## src/rtl/uart_tx_frame.sv

```systemverilog
// Framed LSB-first serial transmitter with a valid/ready input and fixed baud divider.
// Define UART_TX_PARITY_EN to add the parity_odd input and a parity bit after the data bits.
module uart_tx_frame #(
  parameter int DATA_BITS    = 8,
  parameter int CLKS_PER_BIT = 16,
  parameter int STOP_BITS    = 1
) (
  input  logic                 clk,
  input  logic                 rst,
  input  logic [DATA_BITS-1:0] data,
  input  logic                 data_valid,
`ifdef UART_TX_PARITY_EN
  input  logic                 parity_odd,
`endif
  output logic                 data_ready,
  output logic                 op_bit,
  output logic                 idle,
  output logic                 start,
  output logic                 stop
);

  localparam int BW = $clog2(CLKS_PER_BIT);
  localparam int IW = $clog2(DATA_BITS + 1);
  localparam logic [BW-1:0] BAUD_MAX = BW'(CLKS_PER_BIT - 1);
  localparam logic [IW-1:0] DB_LAST  = IW'(DATA_BITS - 1);
  localparam logic [IW-1:0] SB_LAST  = IW'(STOP_BITS - 1);

  typedef enum logic [2:0] {
    S_IDLE,
    S_START,
    S_DATA,
    S_PARITY,
    S_STOP
  } state_t;

  state_t               state_q;
  logic [BW-1:0]        baud_q;
  logic [IW-1:0]        idx_q;
  logic [DATA_BITS-1:0] shift_q;
  logic                 op_q;
  logic                 idle_q;
  logic                 rdy_q;
  logic                 start_q;
  logic                 stop_q;
`ifdef UART_TX_PARITY_EN
  logic                 par_q;
`endif

  logic baud_end;
  assign baud_end = (baud_q == BAUD_MAX);

  // idx_q counts data bits in DATA and stop bits in STOP
  always_ff @(posedge clk or posedge rst) begin
    if (rst) begin
      state_q <= S_IDLE;
      baud_q  <= '0;
      idx_q   <= '0;
      shift_q <= '0;
      op_q    <= 1'b1;
      idle_q  <= 1'b1;
      rdy_q   <= 1'b1;
      start_q <= 1'b0;
      stop_q  <= 1'b0;
`ifdef UART_TX_PARITY_EN
      par_q   <= 1'b0;
`endif
    end else begin
      unique case (state_q)
        S_IDLE: begin
          if (data_valid) begin
            shift_q <= data;
`ifdef UART_TX_PARITY_EN
            par_q   <= (^data) ^ parity_odd;
`endif
            state_q <= S_START;
            baud_q  <= '0;
            idx_q   <= '0;
            op_q    <= 1'b0;
            start_q <= 1'b1;
            idle_q  <= 1'b0;
            rdy_q   <= 1'b0;
          end
        end
        S_START: begin
          if (baud_end) begin
            baud_q  <= '0;
            state_q <= S_DATA;
            start_q <= 1'b0;
            op_q    <= shift_q[0];
          end else begin
            baud_q <= baud_q + 1'b1;
          end
        end
        S_DATA: begin
          if (baud_end) begin
            baud_q <= '0;
            if (idx_q == DB_LAST) begin
              idx_q   <= '0;
`ifdef UART_TX_PARITY_EN
              state_q <= S_PARITY;
              op_q    <= par_q;
`else
              state_q <= S_STOP;
              op_q    <= 1'b1;
              stop_q  <= 1'b1;
`endif
            end else begin
              idx_q   <= idx_q + 1'b1;
              shift_q <= shift_q >> 1;
              op_q    <= shift_q[1];
            end
          end else begin
            baud_q <= baud_q + 1'b1;
          end
        end
        S_PARITY: begin
          if (baud_end) begin
            baud_q  <= '0;
            state_q <= S_STOP;
            op_q    <= 1'b1;
            stop_q  <= 1'b1;
          end else begin
            baud_q <= baud_q + 1'b1;
          end
        end
        S_STOP: begin
          if (baud_end) begin
            baud_q <= '0;
            if (idx_q == SB_LAST) begin
              idx_q   <= '0;
              state_q <= S_IDLE;
              stop_q  <= 1'b0;
              idle_q  <= 1'b1;
              rdy_q   <= 1'b1;
            end else begin
              idx_q <= idx_q + 1'b1;
            end
          end else begin
            baud_q <= baud_q + 1'b1;
          end
        end
        default: state_q <= S_IDLE;
      endcase
    end
  end

  assign op_bit     = op_q;
  assign idle       = idle_q;
  assign data_ready = rdy_q;
  assign start      = start_q;
  assign stop       = stop_q;

endmodule

```

## config.mk

```make
export PLATFORM = sky130hd
export DESIGN_NAME = uart_tx_frame
export DESIGN_NICKNAME = d
export VERILOG_FILES = /design/src/rtl/uart_tx_frame.sv
export SDC_FILE = /design/constraint.sdc
export NUM_CORES = 1
export LEC_CHECK = 0
export ABC_CLOCK_PERIOD_IN_PS = 1590
export CELL_PAD_IN_SITES_DETAIL_PLACEMENT = 0
export CELL_PAD_IN_SITES_GLOBAL_PLACEMENT = 1
export CORE_MARGIN = 2
export CORE_UTILIZATION = 38
export CTS_CLUSTER_DIAMETER = 150
export DETAILED_ROUTE_END_ITERATION = 7
export HOLD_SLACK_MARGIN = 0.05
export PLACE_DENSITY = 0.75
export SYNTH_ARGS = -nofsm -noshare
export SYNTH_HDL_FRONTEND = slang
export SYNTH_SLANG_ARGS = --single-unit
```

## constraint.sdc

```tcl
create_clock -name clk -period 1.59 [get_ports clk]
set_input_delay 0.318 -clock clk [delete_from_list [all_inputs] [get_ports clk]]
set_output_delay 0.318 -clock clk [all_outputs]
set_load 0.05 [all_outputs]
```

==> results of run 1 <==
==> flip-flops by register name (all words and copies together), names as in the netlist <==
register,cells
shift_q,8
start,1
idx_q,4
stop,1
data_ready,1
baud_q,4
op_bit,1
state_q,3
==> layer usage <==
metal  GRT usage, %  part of all wire (%)
met3           2.29                   3.4
met5              0                     0
met1           23.1                    46
met2           28.8                    49
met4           7.88                   1.7
==> how the worst max path moves through the flow <==
| stage | cells past startpoint | endpoint | slack (ps) |
|---|---|---|---|
| 5_1_grt | 6 | idx_q[0]$_DFFE_PP0P_ | -180 |
| 4_1_cts | 6 | stop$_DFFE_PP0P_ | -130 |
| 3_5_place_dp | 6 | idx_q[2]$_DFFE_PP0P_ | -160 |
| 6_report | 6 | stop$_DFFE_PP0P_ | -130 |
| 3_3_place_gp | 5 | idx_q[2]$_DFFE_PP0P_ | -60 |
| 2_1_floorplan | 6 | stop$_DFFE_PP0P_ | -30 |
==> cell families after synthesis <==
group / count (synthesis) / share of synthesized area [%]
muxes: 10 / 8.30
buffers and inverters: 19 / 6.73
DFF: 23 / 42.6
AOI/OAI and AO/OA: 47 / 22.1
and+or+nand+nor: 46 / 17.4
adders and majority gates: 3 / 2.77
==> through the flow <==
step	utilization, %	hold slack, ps
global route	55.3	347
global placement	51.3	482
CTS	53.6	332
floorplan	-	318
detailed placement	51.3	501
finish	55.3	327
==> cells in the final DEF, fill, tap and decap left out, types with 2 or more instances in the layout <==
cell,n
a21oi_1,12
a31oi_1,11
and3_1,2
buf_12,6
buf_4,27
clkbuf_4,3
clkdlybuf4s50_1,10
dfrtp_1,21
dfstp_2,2
inv_1,6
inv_2,2
mux2i_1,9
nand2_1,12
nand3_1,4
nor2_1,10
nor2_2,2
nor3_1,3
o21ai_0,6
o21ai_1,2
o22ai_1,2
or3_1,2
==> worst reg2reg max path, stage by stage (launching register included) <==
cell	delay, ps
dfrtp_1	420
inv_2	90
ha_4	120
or3b_4	390
a32o_2	300
nor3_2	140
a2bb2oi_1	180
==> report_power, final <==
| part | internal (W) | total, W | leakage, nW | switching (W) |
|---|---|---|---|---|
| Combinational | 0.0000250 | 0.0000413 | 0.539 | 0.0000163 |
| Sequential | 0.000585 | 0.000585 | 0.284 | 0 |
| Clock | 0.0000983 | 0.000285 | 0.0150 | 0.000187 |
| Total | 0.000709 | 0.000911 | 0.838 | 0.000203 |
==> cell type report <==
type                       instances  area share, %
tap                               46           3.07
clock buffer                       4           1.40
timing repair buffer              43           22.5
inverter                           8           1.60
sequential                        23           30.8
multi-input combinational        106           40.6
==> timing repair <==
action | 4_1_cts | 5_1_grt
setup buffers | 3 | 2
setup endpoints to repair | 6 | 17
endpoints found under the hold margin | 0 | 0
pin swaps | 6 | 3
gates resized for setup | 8 | 7
==> summary.md, run 1 <==
| Metric | Value |
|---|---|
| Status | `finished with violations` |
| Failing checks | `setup timing` |
| Die Ht | `63.7 um` |
| Average wire per standard cell | `14.8 um` |
| Async SR Flop Fraction | `100%` |
| Tot GR Track Use | `17.5%` |
| CTS tree | `built` |
| GP Congestion | `about 0.90` |
| Final worst setup slack | `-127 ps` |
| Critical Path Source Type | `flip-flop` |
| Crit path DAT | `~2000 ps` |
| Synthesized Nets | `between 150 and 200` |
| Die area | `0.00406 mm^2` |
| Initial antenna violation count | `0` |
| Pre-antenna DRT Iters | `4` |
| WL final | `3420 um` |
| Starting Density | `40.0%` |
| Multi-input logic area | `around 760 um^2` |
| Fin area | `0.00188 mm^2` |
| Syn Area/Cell | `slightly above 9 um^2` |
| Worst path bufs/invs | `1` |
| # hold bufs at CTS | `0` |
| VDD IR max | `around 0.32 mV` |
| CP endpoint kind | `flip-flop` |
| Number of flops mapped to enable cells by yosys | `0` |
| DRC viols | `0` |
| Share of the synthesized area in the top cell type | `approximately 39%` |
| Total power | `~0.00091 W` |
| Top Ports | `16` |
| HPWL Detailed | `around 2400 um` |
| CTS Buffer Depth | `2` |
| Die X | `~64 um` |
| Worst Reg-to-Reg Cells | `6` |
| Placed cell count | `221` |
| Synth Instances | `between 100 and 150` |
| Kind of cell adding the most delay to the critical path | `simple AND/OR/NAND/NOR gates` |
| Vias in the first global route | `1224` |
| Crit path from | `idx_q[0]$_DFFE_PP0P_` |
| Crit path time final | `~1700 ps` |
| Area grow syn2layout | `38.3%` |
| Diode count | `0` |
| Pleak | `around 0.84 nW` |
| Crit-path cells | `inv_2 -> ha_4 -> or3b_4 -> a32o_2 -> nor3_2 -> a2bb2oi_1` |
| Core area | `0.00339 mm^2` |
| Non-Filler Instances | `230` |
| Data required, critical path | `around 1800 ps` |
| CTS buffer count | `3` |
| PortBufs | `15` |
| Top-count cell post-synth | `dfrtp_1` |
| Cell Area, Synth | `roughly 0.0014 mm^2` |
| Synth cell count leaders | `dfrtp_1, a21oi_1, a31oi_1, nand2_1, nor2_1` |
| Vias per cell | `5.56` |
| Maxcap violations | `0` |
| FF-to-FF End | `stop$_DFFE_PP0P_` |
| Synth area leaders | `dfrtp_1, mux2i_1, a31oi_1, a21oi_1, dfstp_2` |
| Final net count | `roughly 200` |
| Pre-CTS setup slack | `-163 ps` |
| Seq/Total Area, Yosys | `a little over two fifths` |
| Worst-path fanout max | `5` |
| Fmax | `582 MHz` |
| Worst skew pair latency | `about 320 ps` |
| Maximum number of pins on one net before global-route repair | `26` |
| CP max-delay cell | `dfrtp_1` |
| Slowest stage delay, CP | `~420 ps` |
| Initial drt markers | `between 100 and 150` |
| FF+latch area | `~580 um^2` |
| # setup viols final | `16` |
| Grt total ovfl | `0` |
| Placed inst area | `roughly 0.0017 mm^2` |
| Final ANT Viol Nets | `0` |
| Setup TNS | `-1030 ps` |
| RR Startpoint | `idx_q[0]$_DFFE_PP0P_` |
| Max Clock Skew | `roughly 4.4 ps` |
| CTS Sinks | `23` |
| Final hold vios | `0` |
| R2r setup slk | `-130 ps` |
| # rows | `21` |
| Cell taking the most area after synthesis | `dfrtp_1` |
| FF+latch count, synth | `23` |
| H-tree levels | `1` |
| Synthesis warning total | `0` |
| RSZ-0062 raised after global routing | `true` |
| First-pass GRT wire length | `between 5000 and 6000 um` |
| Max-slew violation count | `0` |
| Worst Max-Slew Pin Slew | `roughly 430 ps` |
| Ys flop type | `dfrtp_1` |
| Final Cycle Share | `108%` |
| CTS clk-pin slew, worst paths | `130 ps` |
| Min-Delay Path Class | `input pin to async pin` |
| Slew HR | `a little under three quarters` |
| PD cells | `between 400 and 500 mW/mm^2` |
| Clock Tree Root | `clkbuf_4` |
| Layout cells sized above 1 | `between 20% and 30%` |
| Synth unique cells | `43` |
| Filler cells | `approximately 310` |
| Critical path class | `flip-flop to flip-flop` |
| Vias | `about 1300` |
No activity file was read; power rests on OpenSTA's default activity.
==> run 2: changes to the inputs <==
CORE_MARGIN = not set   (was 2)
==> run 2 against run 1 <==
Against the previous run: the flow still finishes with violations (setup timing); clock skew rose by 2.3 ps; fmax shrank 0.21%; highest routed layer unchanged; cell count is 1.3% higher; count of clock-buffer cells in the layout unchanged.
==> summary.md, run 2 (synthesis gave the netlist of run 1 again) <==
| Metric | Value |
|---|---|
| Die area | `between 0.003 and 0.004 mm^2` |
| Vias in the first global route | `approximately 1200` |
| CTS buffer count | `3` |
| Final ANT Viol Nets | `0` |
| Average wire per standard cell | `13.9 um` |
| Fin area | `between 0.0015 and 0.002 mm^2` |
| Final net count | `about 200` |
| Data required, critical path | `~1800 ps` |
| Largest regs | `shift_q: 8 flops, baud_q: 4 flops, idx_q: 4 flops` |
| Final hold vios | `0` |
| Final core occ | `roughly 57%` |
| First-pass GRT wire length | `between 5000 and 6000 um` |
| Tot GR Track Use | `roughly a fifth` |
| CTS tree | `built` |
| Critical Path Source Type | `flip-flop` |
| RSZ-0062 raised after global routing | `true` |
| Vias | `~1300` |
| Status | `finished with violations` |
| Slew HR | `about three quarters` |
| Pre-CTS setup slack | `-146 ps` |
| # setup viols final | `15` |
| Top Ports | `16` |
| H-tree levels | `1` |
| CP endpoint kind | `flip-flop` |
| Initial drt markers | `between 70 and 80` |
| Fmax | `between 500 and 600 MHz` |
| Worst-path fanout max | `5` |
| Max reg flops | `8` |
| Vias per cell | `about 5.4` |
| Most common cell after layout, fill and taps aside | `buf_4` |
| # rows | `21` |
| Failing checks | `setup timing` |
| Setup TNS | `-838 ps` |
| Initial antenna violation count | `0` |
| Most frequent cells in the layout | `buf_4, dfrtp_1, nand2_1, a21oi_1, a31oi_1` |
| Critical path class | `flip-flop to flip-flop` |
| Final worst setup slack | `-131 ps` |
| Layout cells sized above 1 | `~33%` |
| Total power | `0.000905 W` |
| WL final | `between 3000 and 4000 um` |
| Max-slew violation count | `0` |
| HPWL Detailed | `about 2400 um` |
| Maxcap violations | `0` |
| Clock Tree Root | `clkbuf_4` |
| Pre-antenna DRT Iters | `4` |
| Starting Density | `40.0%` |
| # hold bufs at CTS | `0` |
| Maximum number of pins on one net before global-route repair | `26` |
| Multi-input logic area | `788 um^2` |
| Core area | `0.00339 mm^2` |
| Grt total ovfl | `0` |
| Crit path time final | `between 1500 and 2000 ps` |
| Filler cells | `between 200 and 300` |
| VDD IR max | `0.454 mV` |
| Reg with most FFs | `shift_q` |
| Pleak | `0.862 nW` |
| Min-Delay Path Class | `input pin to async pin` |
| CTS Sinks | `23` |
| Die Ht | `slightly above 60 um` |
| Area grow syn2layout | `42.4%` |
| R2r setup slk | `-130 ps` |
| Worst skew pair latency | `around 320 ps` |
| Crit path DAT | `between 1500 and 2000 ps` |
| Placed inst area | `0.00176 mm^2` |
| CTS Buffer Depth | `2` |
| Max Clock Skew | `around 6.8 ps` |
| DRC viols | `0` |
| CTS clk-pin slew, worst paths | `130 ps` |
| Final Cycle Share | `108%` |
| FF+latch area | `578 um^2` |
| PD cells | `roughly 470 mW/mm^2` |
| Diode count | `0` |
| GP Congestion | `0.943` |
| PortBufs | `15` |
| Worst Max-Slew Pin Slew | `around 370 ps` |
| Die X | `61.7 um` |
[run 2: final timing paths]
| path | from | to | cells past startpoint |
|---|---|---|---|
| worst max register to register | idx_q[0]$_DFFE_PP0P_ | stop$_DFFE_PP0P_ | 6 |
| min in group clk | shift_q[7]$_DFFE_PP0P_ | shift_q[7]$_DFFE_PP0P_ | 1 |
| worst max-delay path | idx_q[0]$_DFFE_PP0P_ | stop$_DFFE_PP0P_ | 6 |
| worst min-delay path | rst | baud_q[1]$_DFFE_PP0P_ | 3 |
| worst min register to register | shift_q[7]$_DFFE_PP0P_ | shift_q[7]$_DFFE_PP0P_ | 1 |
| max in group asynchronous | rst | data_ready$_DFFE_PP1P_ | 3 |
[run 2: worst max-delay path, stage by stage, from the launching register on]
cell and delay, ps:
dfrtp_1 420, inv_2 80, ha_4 130, or3b_4 400
a32o_2 310, o31ai_2 180, a2bb2oi_1 80
[run 2: metrics by stage]
step | hold slack [ps] | instances
2_1_floorplan | 318 | 148
3_3_place_gp | 483 | 225
3_5_place_dp | 495 | 225
4_1_cts | 336 | 231
5_1_grt | 374 | 233
6_report | 333 | 233
[run 2: final cells by class]
type	instances	area share, %
clock buffer	4	1.36
inverter	8	1.55
multi-input combinational	106	40.8
sequential	23	29.9
tap	46	2.98
timing repair buffer	46	23.4
[run 2: power by group]
part | leakage, nW | internal, W | switching, W
combinational | 0.563 | 0.0000250 | 0.0000161
clock | 0.0150 | 0.0000983 | 0.000181
sequential | 0.284 | 0.000585 | 0
total | 0.862 | 0.000708 | 0.000197
[run 2: timing repair]
| item | 4_1_cts | 5_1_grt |
|---|---|---|
| pin swaps | 2 | 5 |
| resized for setup | 19 | 7 |
| buffers inserted | 2 | 2 |
| setup endpoints to repair | 13 | 17 |
[run 2: metal layers]
metal / track usage [%] / part of all wire (%)
met4: 3.81 / 0.83
met2: 32.9 / 50
met1: 25.8 / 46
met3: 4.35 / 3.2
met5: 0 / 0
